<file path="src/rtl/grayscale_pkg.sv">
// Shared definitions for the RGB565-to-grayscale custom instruction:
// default luma weights, result-format modes and gray-to-RGB565 packing.
package grayscale_pkg;

  localparam int unsigned DEFAULT_WEIGHT_R = 54;
  localparam int unsigned DEFAULT_WEIGHT_G = 183;
  localparam int unsigned DEFAULT_WEIGHT_B = 19;

  typedef enum logic [1:0] {
    MODE_SINGLE  = 2'd0,
    MODE_PAIR    = 2'd1,
    MODE_GRAY565 = 2'd2,
    MODE_RSVD    = 2'd3
  } mode_e;

  // Replicate an 8-bit gray level into all three RGB565 channels.
  function automatic logic [15:0] gray_to_rgb565(input logic [7:0] g);
    return {g[7:3], g[7:2], g[7:3]};
  endfunction

endpackage

</file>
<file path="src/rtl/rgb565_gray_lane.sv">
// One RGB565 pixel to 8-bit gray: channel expansion and weighted products
// are registered on load; the rounded sum is combinational from that register.
module rgb565_gray_lane
  import grayscale_pkg::*;
#(
  parameter int unsigned WEIGHT_R = DEFAULT_WEIGHT_R,
  parameter int unsigned WEIGHT_G = DEFAULT_WEIGHT_G,
  parameter int unsigned WEIGHT_B = DEFAULT_WEIGHT_B
) (
  input  logic        clock,
  input  logic        load,
  input  logic [15:0] pixel,
  output logic [7:0]  gray
);

  if (WEIGHT_R + WEIGHT_G + WEIGHT_B != 256) begin : g_weight_check
    $error("rgb565_gray_lane: WEIGHT_R + WEIGHT_G + WEIGHT_B must equal 256");
  end

  logic [7:0]  r8, g8, b8;
  logic [15:0] prod_r, prod_g, prod_b;
  logic [15:0] sum;

  assign r8 = {pixel[15:11], pixel[15:13]};
  assign g8 = {pixel[10:5],  pixel[10:9]};
  assign b8 = {pixel[4:0],   pixel[4:2]};

  // NOTE: pure datapath registers carry no reset; the valid bit in the top
  // level decides whether their contents ever reach the output.
  always_ff @(posedge clock) begin
    if (load) begin
      prod_r <= 16'(WEIGHT_R) * {8'd0, r8};
      prod_g <= 16'(WEIGHT_G) * {8'd0, g8};
      prod_b <= 16'(WEIGHT_B) * {8'd0, b8};
    end
  end

  // Weights sum to 256, so the rounded total peaks at 65408 and fits 16 bits.
  assign sum  = prod_r + prod_g + prod_b + 16'd128;
  assign gray = 8'(sum >> 8);

endmodule

</file>
<file path="src/rtl/grayscale_pipe_ci.sv">
// Two-lane pipelined RGB565-to-grayscale custom instruction. A call accepted
// in cycle T pulses done with its result in cycle T+2; result is 0 otherwise.
module grayscale_pipe_ci
  import grayscale_pkg::*;
#(
  parameter logic [7:0]  customInstructionId = 8'd0,
  parameter int unsigned WEIGHT_R = DEFAULT_WEIGHT_R,
  parameter int unsigned WEIGHT_G = DEFAULT_WEIGHT_G,
  parameter int unsigned WEIGHT_B = DEFAULT_WEIGHT_B
) (
  input  logic        clock,
  input  logic        reset,
  input  logic        start,
  input  logic [7:0]  iseId,
  input  logic [31:0] valueA,
  input  logic [31:0] valueB,
  output logic        done,
  output logic [31:0] result
);

  logic        accept;
  logic        s1_valid;
  mode_e       s1_mode;
  logic [7:0]  gray0, gray1;
  logic [31:0] next_result;
  logic        unused_value_b;

  assign accept         = start && (iseId == customInstructionId);
  assign unused_value_b = ^valueB[31:2];

  rgb565_gray_lane #(
    .WEIGHT_R (WEIGHT_R),
    .WEIGHT_G (WEIGHT_G),
    .WEIGHT_B (WEIGHT_B)
  ) u_lane0 (
    .clock (clock),
    .load  (accept),
    .pixel (valueA[15:0]),
    .gray  (gray0)
  );

  rgb565_gray_lane #(
    .WEIGHT_R (WEIGHT_R),
    .WEIGHT_G (WEIGHT_G),
    .WEIGHT_B (WEIGHT_B)
  ) u_lane1 (
    .clock (clock),
    .load  (accept),
    .pixel (valueA[31:16]),
    .gray  (gray1)
  );

  // NOTE: state is updated with non-blocking assignments so every register
  // samples pre-edge values regardless of statement order.
  always_ff @(posedge clock or negedge reset) begin
    if (!reset) begin
      s1_valid <= 1'b0;
      s1_mode  <= MODE_SINGLE;
    end else begin
      s1_valid <= accept;
      if (accept) s1_mode <= mode_e'(valueB[1:0]);
    end
  end

  always_comb begin
    // NOTE: default assignment first keeps this block free of inferred latches.
    next_result = '0;
    case (s1_mode)
      MODE_SINGLE:  next_result = {24'd0, gray0};
      MODE_PAIR:    next_result = {16'd0, gray1, gray0};
      MODE_GRAY565: next_result = {gray_to_rgb565(gray1), gray_to_rgb565(gray0)};
      default:      next_result = '0;
    endcase
  end

  // Output gated by valid so result can be OR-combined with other CIs.
  always_ff @(posedge clock or negedge reset) begin
    if (!reset) begin
      done   <= 1'b0;
      result <= '0;
    end else begin
      done   <= s1_valid;
      result <= s1_valid ? next_result : '0;
    end
  end

endmodule

</file>
<file path="config.mk">
export PLATFORM = sky130hd
export DESIGN_NAME = grayscale_pipe_ci
export DESIGN_NICKNAME = d
export VERILOG_FILES = /design/src/rtl/grayscale_pkg.sv /design/src/rtl/rgb565_gray_lane.sv /design/src/rtl/grayscale_pipe_ci.sv
export SDC_FILE = /design/constraint.sdc
export NUM_CORES = 1
export LEC_CHECK = 0
export ABC_AREA = 0
export ABC_CLOCK_PERIOD_IN_PS = 7800
export CAP_MARGIN = 25
export CORE_AREA = 5 5 149 165
export CTS_BUF_LIST = sky130_fd_sc_hd__clkbuf_4 sky130_fd_sc_hd__clkbuf_8 sky130_fd_sc_hd__clkbuf_16
export DETAILED_ROUTE_END_ITERATION = 8
export DIE_AREA = 0 0 154 170
export MAX_ROUTING_LAYER = met4
export PLACE_DENSITY = 0.73
export SLEW_MARGIN = 20
export SYNTH_ARGS = -nofsm -noshare
export SYNTH_HDL_FRONTEND = slang
export SYNTH_SLANG_ARGS = --single-unit
</file>
<file path="constraint.sdc">
create_clock -name clock -period 7.8 [get_ports clock]
set_clock_uncertainty 0.15 [all_clocks]
set_input_delay 0.78 -clock clock [delete_from_list [all_inputs] [get_ports clock]]
set_output_delay 0.78 -clock clock [all_outputs]
set_load 0.02 [all_outputs]
</file>
==> results.cfg, run 1 <==
[global_route]
grt_pass1_wl_mm = 34.3
grt_max_degree = 86
track_usage = 0.164
antenna_found_initial = 0
grt_overflow = 0
grt_pass1_vias = 7363

[finish]
layout-drive-gt1-share = 0.0335
fin_nets = 1514
multiInputGateArea_mm2 = 0.00686
seq_area_mm2 = 0.00317
syn2layout_area_growth_pct = 12.6
final_core_util = 0.552
filler_cell_count = 1983
final_cell_mix = 261 x inv_1, 219 x ha_1, 91 x fa_1
mostFrequentLayoutCell = inv_1
antenna_cells = 0

[logic_synthesis]
yosysTopAreaCellShare = 0.247
synth-seq-cells = 110
synth_top_flop_cell = edfxtp_1
syn_avg_cell_area_um2 = 10.6
ys_types = 59
ys_top_cells_by_area = ha_1 25%, edfxtp_1 23%, fa_1 16%, inv_1 8.9%, dfrtp_1 5.9%
yosysTopAreaCell = ha_1
ys_warn_count = 0
ys_seq_area_frac = 0.286
synthesis.area_mm2 = 0.0111
synthCells = 1050
synth-async-reset-ratio = 0.236
synth_nets = 1435
synth_edf_count = 84

[clock_tree]
cts_root_buffer = clkbuf_16
hold_buffers = 0
cts_tree = built
clk_latency_ps = 370
post_cts_buffers = 0
cts.clk_slew.worst_paths_ps = 80
cts.htree.levels = 3
cts-buffers-inserted = 9
clock_sinks = 110
postCtsResizedCells = 0
clock_path_buffers = 2

[sta]
tightest_slew_ps = 583
rsz0062_at_grt = no
fin_crit_ps = 5190
max_freq_ghz = 0.193
setup_tns_ps = 0
worst_slack_ps = 2610
setup_viol = 0
hold_viol_final = 0
finalCritPeriodShare = 0.666
slew_headroom = 0.612
drv_slew = 0

[setup_path]
cp.arrival_ps = 5150
crit_chain = clkdlybuf4s50_1 -> inv_1 -> ha_1 -> inv_1 -> fa_1 -> inv_1 -> fa_1 -> fa_1 -> inv_1 -> ha_1 -> o41ai_1 -> o21ai_1 -> o41ai_1 -> xnor2_1
max_stage_delay_ps = 800
startpoint_type = input pin
worstPathRequired_ps = 7760
setup.worst_path.class = in -> reg
cp-end-kind = flip-flop
path_max_fanout = 9
crit_top_cell = inv_1
critPathSlowestCell = clkdlybuf4s50_1

[routing]
routed.top_layer = met4
firstDrtPassIters = 4
drc_errors = 0
dr_wl_met3_um = 445
wl_met1_mm = 8.65
viasPerCell = 5.02
wirelength_mm = 19.8
avgRoutedWirePerCell_um = 13.8
antenna_left = 0
initialDrtViolationCount = 340
num_vias = 7205
dr_wl_met2_mm = 10.3

[floorplan]
row_count = 58
start_util = 0.491
io-pin-count = 108
die_x_um = 154
core-area_mm2 = 0.0226
fp.dieH_um = 170
die_area_mm2 = 0.0262

[flow_run]
drv_cap = 0

[place]
gp_congestion = 0.842
portBuffers = 77
pre_cts_ws_ps = 2240
dp_hpwl_mm = 16.7

[power_and_ir_drop]
fin_total_pwr_w = 0.00234
p_leak_nw = 6.15
peakVddDrop_v = 0.000128
p_per_area_mw_per_mm2 = 187

[status]
status = finished, final reports clean

[hold_path]
hold_class = reg -> reg
==> cell families after synthesis <==
logic type / after synthesis / synth area share
buf+inv: 276 / 0.0966
xor+xnor: 69 / 0.0544
compound gates: 145 / 0.0883
fa+ha+maj: 310 / 0.411
simple gates: 140 / 0.0645
flops: 110 / 0.286
==> registers in the layout (all words and copies together), names as in the netlist <==
signal / flops
u_lane0.prod_g: 16
done: 1
result: 22
u_lane1.prod_b: 13
u_lane1.prod_r: 13
u_lane0.prod_r: 13
u_lane0.prod_b: 13
u_lane1.prod_g: 16
s1_mode: 2
s1_valid: 1
==> final cells by class <==
class,instances,share of cell area
clock buffers,9,0.0180
clock inverters,7,0.00510
inverters,264,0.0793
multi-input cells,664,0.549
flip-flops and latches,110,0.254
well taps,300,0.0300
repair buffers,80,0.0650
==> routing by layer <==
layer | track usage | vias up
met5 | - | -
met1 | 0.197 | 3452
met4 | 0.0415 | 0
li1 | - | 3645
met2 | 0.291 | 82
met3 | 0.0237 | 26
==> worst max-delay path: cells and delay by family <==
kind,cells,cell delay [ps]
fa+ha+maj,5,1940
buf+inv,5,1250
compound gates,3,1060
xor+xnor,1,100
==> Yosys cell counts (4+ instances only) <==
cell type and instances:
nor2b_1 4, o2bb2ai_1 4, o21a_1 10, o21bai_1 12, fa_1 91, nor3_1 17, nand4_1 10, dfrtp_1 26
or4_1 6, a21o_1 11, a21oi_2 5, o21ai_1 4, buf_4 10, a21oi_1 45, o21ai_0 19, nand3_1 10
xnor2_1 51, inv_1 262, edfxtp_1 84, nor2_1 34, xor2_1 18, a31oi_1 4, and3_1 8, nor4_1 7
nand2_1 30, a211oi_1 4, ha_1 219, a2111oi_0 4
==> per-stage QoR <==
| step | cell area [um^2] | hold slack, ps | cells |
|---|---|---|---|
| after floorplan | 11100 | 309 | 1050 |
| after global placement | 12200 | 352 | 1416 |
| after global routing | 12500 | 390 | 1434 |
| final | 12500 | 378 | 1434 |
| after detailed placement | 12200 | 352 | 1417 |
| after CTS | 12500 | 369 | 1433 |
==> where the power goes <==
part           internal (W)  leakage, nW  total (W)  switching, W
clock              0.000225        0.143   0.000455      0.000230
combinational      0.000536         4.90    0.00117      0.000635
sequential         0.000714         1.11   0.000715    0.00000153
==> path summary, 6_finish.rpt <==
check                           slack, ps               from  cells past startpoint                 end
worst max-delay path                 2610         valueA[25]                     14  u_lane1.prod_g[14]
min in group asynchronous             590              reset                      1          s1_mode[1]
worst min register to register        380           s1_valid                      0                done
max in group asynchronous            6430              reset                      2          result[21]
worst max register to register       4310  u_lane0.prod_b[6]                     12          result[10]
worst min-delay path                  380           s1_valid                      0                done
Power figures use the tool's default switching activity.
==> run 2: changes to the inputs <==
--- a/config.mk
+++ b/config.mk
@@ -6,14 +6,14 @@
 export NUM_CORES = 1
 export LEC_CHECK = 0
 export ABC_AREA = 0
-export ABC_CLOCK_PERIOD_IN_PS = 7800
+export ABC_CLOCK_PERIOD_IN_PS = 4500
 export CAP_MARGIN = 25
 export CORE_AREA = 5 5 149 165
 export CTS_BUF_LIST = sky130_fd_sc_hd__clkbuf_4 sky130_fd_sc_hd__clkbuf_8 sky130_fd_sc_hd__clkbuf_16
 export DETAILED_ROUTE_END_ITERATION = 8
 export DIE_AREA = 0 0 154 170
 export MAX_ROUTING_LAYER = met4
-export PLACE_DENSITY = 0.73
+export PLACE_DENSITY = 0.76
 export SLEW_MARGIN = 20
 export SYNTH_ARGS = -nofsm -noshare
 export SYNTH_HDL_FRONTEND = slang
==> constraint.sdc (replaced) <==
create_clock -name clock -period 4.5 [get_ports clock]
set_clock_uncertainty 0.15 [all_clocks]
set_input_delay 0.45 -clock clock [delete_from_list [all_inputs] [get_ports clock]]
set_output_delay 0.45 -clock clock [all_outputs]
set_load 0.02 [all_outputs]
==> run 2 against run 1 <==
Routed wire length rose by 6.4%; global-route usage rose by 0.93 points; critical path depth rose by 1; hold slack got worse by 120 ps; core utilization rose by 2.4 points; combinational power rose by 96%; sequential power rose by 73%; via count rose by 4.6%; count of clock-buffer cells in the layout did not move; design area rose by 4.4%; worst setup slack got worse by 2500 ps; first-iteration DRC count fell by 26%; critical path type unchanged.
==> results.cfg, run 2 (same netlist as run 1, synthesis figures left out) <==
[place]
place_inst = 1480
gp_congestion = 0.870
portBuffers = 77
dp_hpwl_mm = 17.9

[setup_path]
max_stage_delay_ps = 510
setup.worst_path.class = in -> reg
worstPathRequired_ps = 4460
startpoint_type = input pin
crit_family = adder cells
cp.arrival_ps = 4310
cp-end-kind = flip-flop
crit_top_cell = fa_1
crit_chain = clkdlybuf4s50_1 -> fa_1 -> inv_1 -> fa_1 -> inv_1 -> ha_1 -> fa_1 -> ha_1 -> nor2b_4 -> o21ai_2 -> a21boi_2 -> o41a_1 -> a41o_1 -> o41ai_2 -> xnor2_1
path_buf_inv = 3
path_max_fanout = 4
critPathSlowestCell = clkdlybuf4s50_1

[floorplan]
row_count = 58
die_x_um = 154
fp.dieH_um = 170
start_util = 0.491
die_area_mm2 = 0.0262
core-area_mm2 = 0.0226
io-pin-count = 108

[clock_tree]
clock_path_buffers = 2
cts-buffers-inserted = 9
cts_tree = built
clock_sinks = 110
hold_buffers = 0
cts.clk_slew.worst_paths_ps = 80
clk_latency_ps = 360
cts_root_buffer = clkbuf_16
cts.htree.levels = 3

[routing]
num_vias = 7535
drc_errors = 0
avgRoutedWirePerCell_um = 14.1
wirelength_mm = 21.1
viasPerCell = 5.03
firstDrtPassIters = 5
antenna_left = 0
initialDrtViolationCount = 253

[global_route]
antenna_found_initial = 0
grt_pass1_wl_mm = 36.3
grt_overflow = 0
track_usage = 0.173
grt_pass1_vias = 7943
grt_max_degree = 46

[finish]
layout-drive-gt1-share = 0.0860
fin_nets = 1577
largest_reg_flops = 22
final_core_util = 0.577
mostFrequentLayoutCell = inv_1
syn2layout_area_growth_pct = 17.5
fin_cells = 1498
reg_top3 = result (22), u_lane0.prod_g (16), u_lane1.prod_g (16)
final_cell_mix = 261 x inv_1, 219 x ha_1, 91 x fa_1
top_register = result

[hold_path]
hold_class = in -> async

[sta]
tightest_slew_ps = 779
finalCritPeriodShare = 0.967
setup_viol = 0
hold_viol_final = 0
setup_tns_ps = 0
slew_headroom = 0.481
fin_hold_ws_ps = 259
fin_crit_ps = 4350
drv_slew = 0
max_freq_ghz = 0.230
rsz0062_at_grt = no

[status]
status = finished, final reports clean

[power_and_ir_drop]
fin_total_pwr_w = 0.00441
p_per_area_mw_per_mm2 = 338
peakVddDrop_v = 0.000211
p_leak_nw = 6.56

[flow_run]
drv_cap = 0
-- run 2: cell type report --
cell class | instances | area, um^2
inverters | 264 | 992
repair buffers | 143 | 1300
fillers | 1887 | 9590
clock buffers | 9 | 225
clock inverters | 7 | 105
diodes | 1 | 2.50
well taps | 300 | 375
flip-flops and latches | 110 | 3170
multi-input cells | 664 | 6880
-- run 2: layer usage --
layer	wire, um	GRT usage	up-vias
met4	554	0.0518	0
met5	0	-	-
li1	-	-	3771
met2	11100	0.310	105
met3	632	0.0300	35
met1	8730	0.200	3624
-- run 2: through the flow --
stage / setup slack [ps] / instance area (um^2)
2_1_floorplan: 279 / 11100
3_3_place_gp: -268 / 12700
3_5_place_dp: -335 / 12700
4_1_cts: 45.2 / 13000
5_1_grt: 24.4 / 13100
6_report: 150 / 13100
-- run 2: worst reg2reg max path: cells and delay by family (launching register included) --
kind	cells	cell delay, ps
flops	1	330
xor+xnor	1	410
compound gates	6	1190
buf+inv	2	140
fa+ha+maj	3	1160
-- run 2: final timing paths --
path,startpoint,to,slack [ps],cells past startpoint
setup / recovery,valueA[23],u_lane1.prod_g[15],150,15
hold / removal,reset,result[4],260,1
setup reg to reg,u_lane0.prod_b[6],result[10],970,12
hold reg to reg,s1_valid,done,390,0
max in group asynchronous,reset,result[21],3430,2
min in group clock,valueA[25],u_lane1.prod_g[0],380,2
-- run 2: repair_timing --
item / in CTS / in global routing
resized for setup: 0 / 12
endpoints found under the setup margin: 0 / 3
buffers inserted: 0 / 1
-- run 2: power by group --
group          internal (W)  total (W)  switching, W
Clock              0.000496   0.000883      0.000387
Combinational       0.00113    0.00229       0.00116
Sequential          0.00124    0.00124    0.00000262
==> run 3: changes to the inputs <==
--- a/config.mk
+++ b/config.mk
@@ -5,15 +5,15 @@
 export SDC_FILE = /design/constraint.sdc
 export NUM_CORES = 1
 export LEC_CHECK = 0
-export ABC_AREA = 0
+export ABC_AREA = 1
 export ABC_CLOCK_PERIOD_IN_PS = 4500
 export CAP_MARGIN = 25
-export CORE_AREA = 5 5 149 165
+export CORE_AREA = 5 5 155 157
 export CTS_BUF_LIST = sky130_fd_sc_hd__clkbuf_4 sky130_fd_sc_hd__clkbuf_8 sky130_fd_sc_hd__clkbuf_16
 export DETAILED_ROUTE_END_ITERATION = 8
-export DIE_AREA = 0 0 154 170
+export DIE_AREA = 0 0 160 162
 export MAX_ROUTING_LAYER = met4
-export PLACE_DENSITY = 0.76
+export PLACE_DENSITY = 0.81
 export SLEW_MARGIN = 20
 export SYNTH_ARGS = -nofsm -noshare
 export SYNTH_HDL_FRONTEND = slang
==> run 3 against run 2 <==
Cell count increased by 14%; sequential share of layout area decreased by 0.61 points; critical path type unchanged; synthesized area increased by 7.0%; die area shrank 0.99%; non-clock buffer count decreased by 47; hold slack better by 5.9 ps; critical endpoint is now u_lane0.prod_g[13]; via count rose by 16%; synthesized cell count grew 25%; first-iteration DRC count rose by 130%; register-to-register slack improved by 580 ps; largest power group unchanged; worst setup slack better by 210 ps.
==> results.cfg, run 3 <==
[status]
status = finished, final reports clean

[floorplan]
core-area_mm2 = 0.0224
die_area_mm2 = 0.0259
row_count = 55
die_x_um = 160
io-pin-count = 108
start_util = 0.531
fp.dieH_um = 162

[finish]
top_register = result
fin_nets = 1796
final_cell_mix = 315 x inv_1, 219 x ha_1, 209 x nand2_1
filler_cell_count = 1800
largest_reg_flops = 22
mostFrequentLayoutCell = inv_1
syn2layout_area_growth_pct = 12.7
antenna_cells = 0
final_core_util = 0.599
design_area_mm2 = 0.0134
reg_top3 = result (22), u_lane0.prod_g (16), u_lane1.prod_g (16)
multiInputGateArea_mm2 = 0.00745
layout-drive-gt1-share = 0.0360
seq_area_mm2 = 0.00317

[sta]
worst_slack_ps = 356
drv_slew = 0
rsz0062_at_grt = no
max_freq_ghz = 0.241
fin_hold_ws_ps = 265
finalCritPeriodShare = 0.921
tightest_slew_ps = 531
hold_viol_final = 0
setup_tns_ps = 0
slew_headroom = 0.646
setup_viol = 0
fin_crit_ps = 4140

[logic_synthesis]
ys_warn_count = 0
syn_avg_cell_area_um2 = 9.04
synthesis.area_mm2 = 0.0119
synth_edf_count = 84
synthTopCellsByCount = 315 x inv_1, 219 x ha_1, 209 x nand2_1
ys_seq_area_frac = 0.267
yosysTopAreaCellShare = 0.231
synth_nets = 1700
synthCells = 1315
synth_top_flop_cell = edfxtp_1
yosysTopAreaCell = ha_1
ys_types = 36
synth-seq-cells = 110
synth-async-reset-ratio = 0.236
synth_most_common_cell = inv_1
ys_top_cells_by_area = ha_1 23%, edfxtp_1 21%, fa_1 15%, inv_1 9.9%, nand2_1 6.6%

[place]
pre_cts_ws_ps = 10.3
portBuffers = 77
dp_hpwl_mm = 19.9
place_area_mm2 = 0.0131
gp_congestion = 0.955

[setup_path]
worstPathRequired_ps = 4450
path_max_fanout = 7
startpoint_type = input pin
cp-end-kind = flip-flop
cp.arrival_ps = 4090
setup.worst_path.class = in -> reg
worstRegToRegCells = 14
regToRegSetupSlack_ps = 1550

[routing]
initialDrtViolationCount = 575
num_vias = 8768
viasPerCell = 5.15
drc_errors = 0
antenna_left = 0
avgRoutedWirePerCell_um = 13.7
firstDrtPassIters = 5
wirelength_mm = 23.2

[global_route]
grt_max_degree = 90
grt_pass1_wl_mm = 41.0
track_usage = 0.193
antenna_found_initial = 0
grt_pass1_vias = 8974
grt_overflow = 0

[clock_tree]
clock_sinks = 110
clk_latency_ps = 360
post_cts_buffers = 0
cts-buffers-inserted = 9
cts.clk_slew.worst_paths_ps = 70
clock_path_buffers = 2
cts_tree = built
cts.htree.levels = 3
cts_root_buffer = clkbuf_16

[power_and_ir_drop]
p_leak_nw = 6.99
p_per_area_mw_per_mm2 = 316
peakVddDrop_v = 0.000199

[hold_path]
hold_class = reg -> reg
whs_path_depth = 0

[flow_run]
drv_cap = 0
[run 3: worst paths after layout]
check	start	endpoint
worst max-delay path	valueA[9]	u_lane0.prod_g[13]
worst min-delay path	s1_valid	done
worst max register to register	u_lane0.prod_g[6]	result[13]
worst min register to register	s1_valid	done
max in group asynchronous	reset	result[30]
min in group asynchronous	reset	result[0]
[run 3: cells by family after synthesis]
| kind of cell | Yosys count | synth area share |
|---|---|---|
| compound gates | 125 | 0.0583 |
| xor+xnor | 58 | 0.0427 |
| fa+ha+maj | 310 | 0.384 |
| buf+inv | 329 | 0.107 |
| flops | 110 | 0.267 |
| simple gates | 383 | 0.141 |
[run 3: layout make-up]
cell class | count | share of cell area
clock buffer | 9 | 0.0168
multi-input combinational | 876 | 0.556
sequential | 110 | 0.237
inverter | 318 | 0.0891
timing repair buffer | 96 | 0.0689
clock inverter | 7 | 0.00533
tap | 285 | 0.0266
[run 3: timing repair]
| action | in CTS | in global routing |
|---|---|---|
| hold buffers | 0 | 1 |
| resized for setup | 0 | 0 |
| hold endpoints to repair | 0 | 26 |
[run 3: per-stage QoR]
| stage | instances | power (W) |
|---|---|---|
| floorplan | 1315 | 0.00288 |
| global placement | 1684 | 0.00339 |
| detailed placement | 1684 | 0.00345 |
| CTS | 1700 | 0.00426 |
| global route | 1701 | 0.00463 |
| finish | 1701 | 0.00423 |
[run 3: routing by layer]
layer	GRT usage	vias up	wire, um
met4	0.0418	0	304
met3	0.0246	24	810
li1	-	4404	-
met5	-	-	0
met1	0.256	4157	11000
met2	0.324	183	11100
[run 3: where the power goes]
part	internal (W)	switching, W	total [W]
clock network	0.000393	0.000393	0.000786
logic	0.000926	0.00128	0.00221
registers	0.00124	0.00000273	0.00124
total	0.00256	0.00168	0.00423
[run 3: worst max-delay path, cell delays in order]
cell and delay, ps:
clkdlybuf4s50_1 440, buf_4 190, ha_1 380, inv_1 110, fa_1 520, fa_1 430
fa_1 490, inv_1 40, ha_1 340, a21oi_1 220, o21ai_0 150, nand2_1 90
nand3_1 90, xor2_1 160
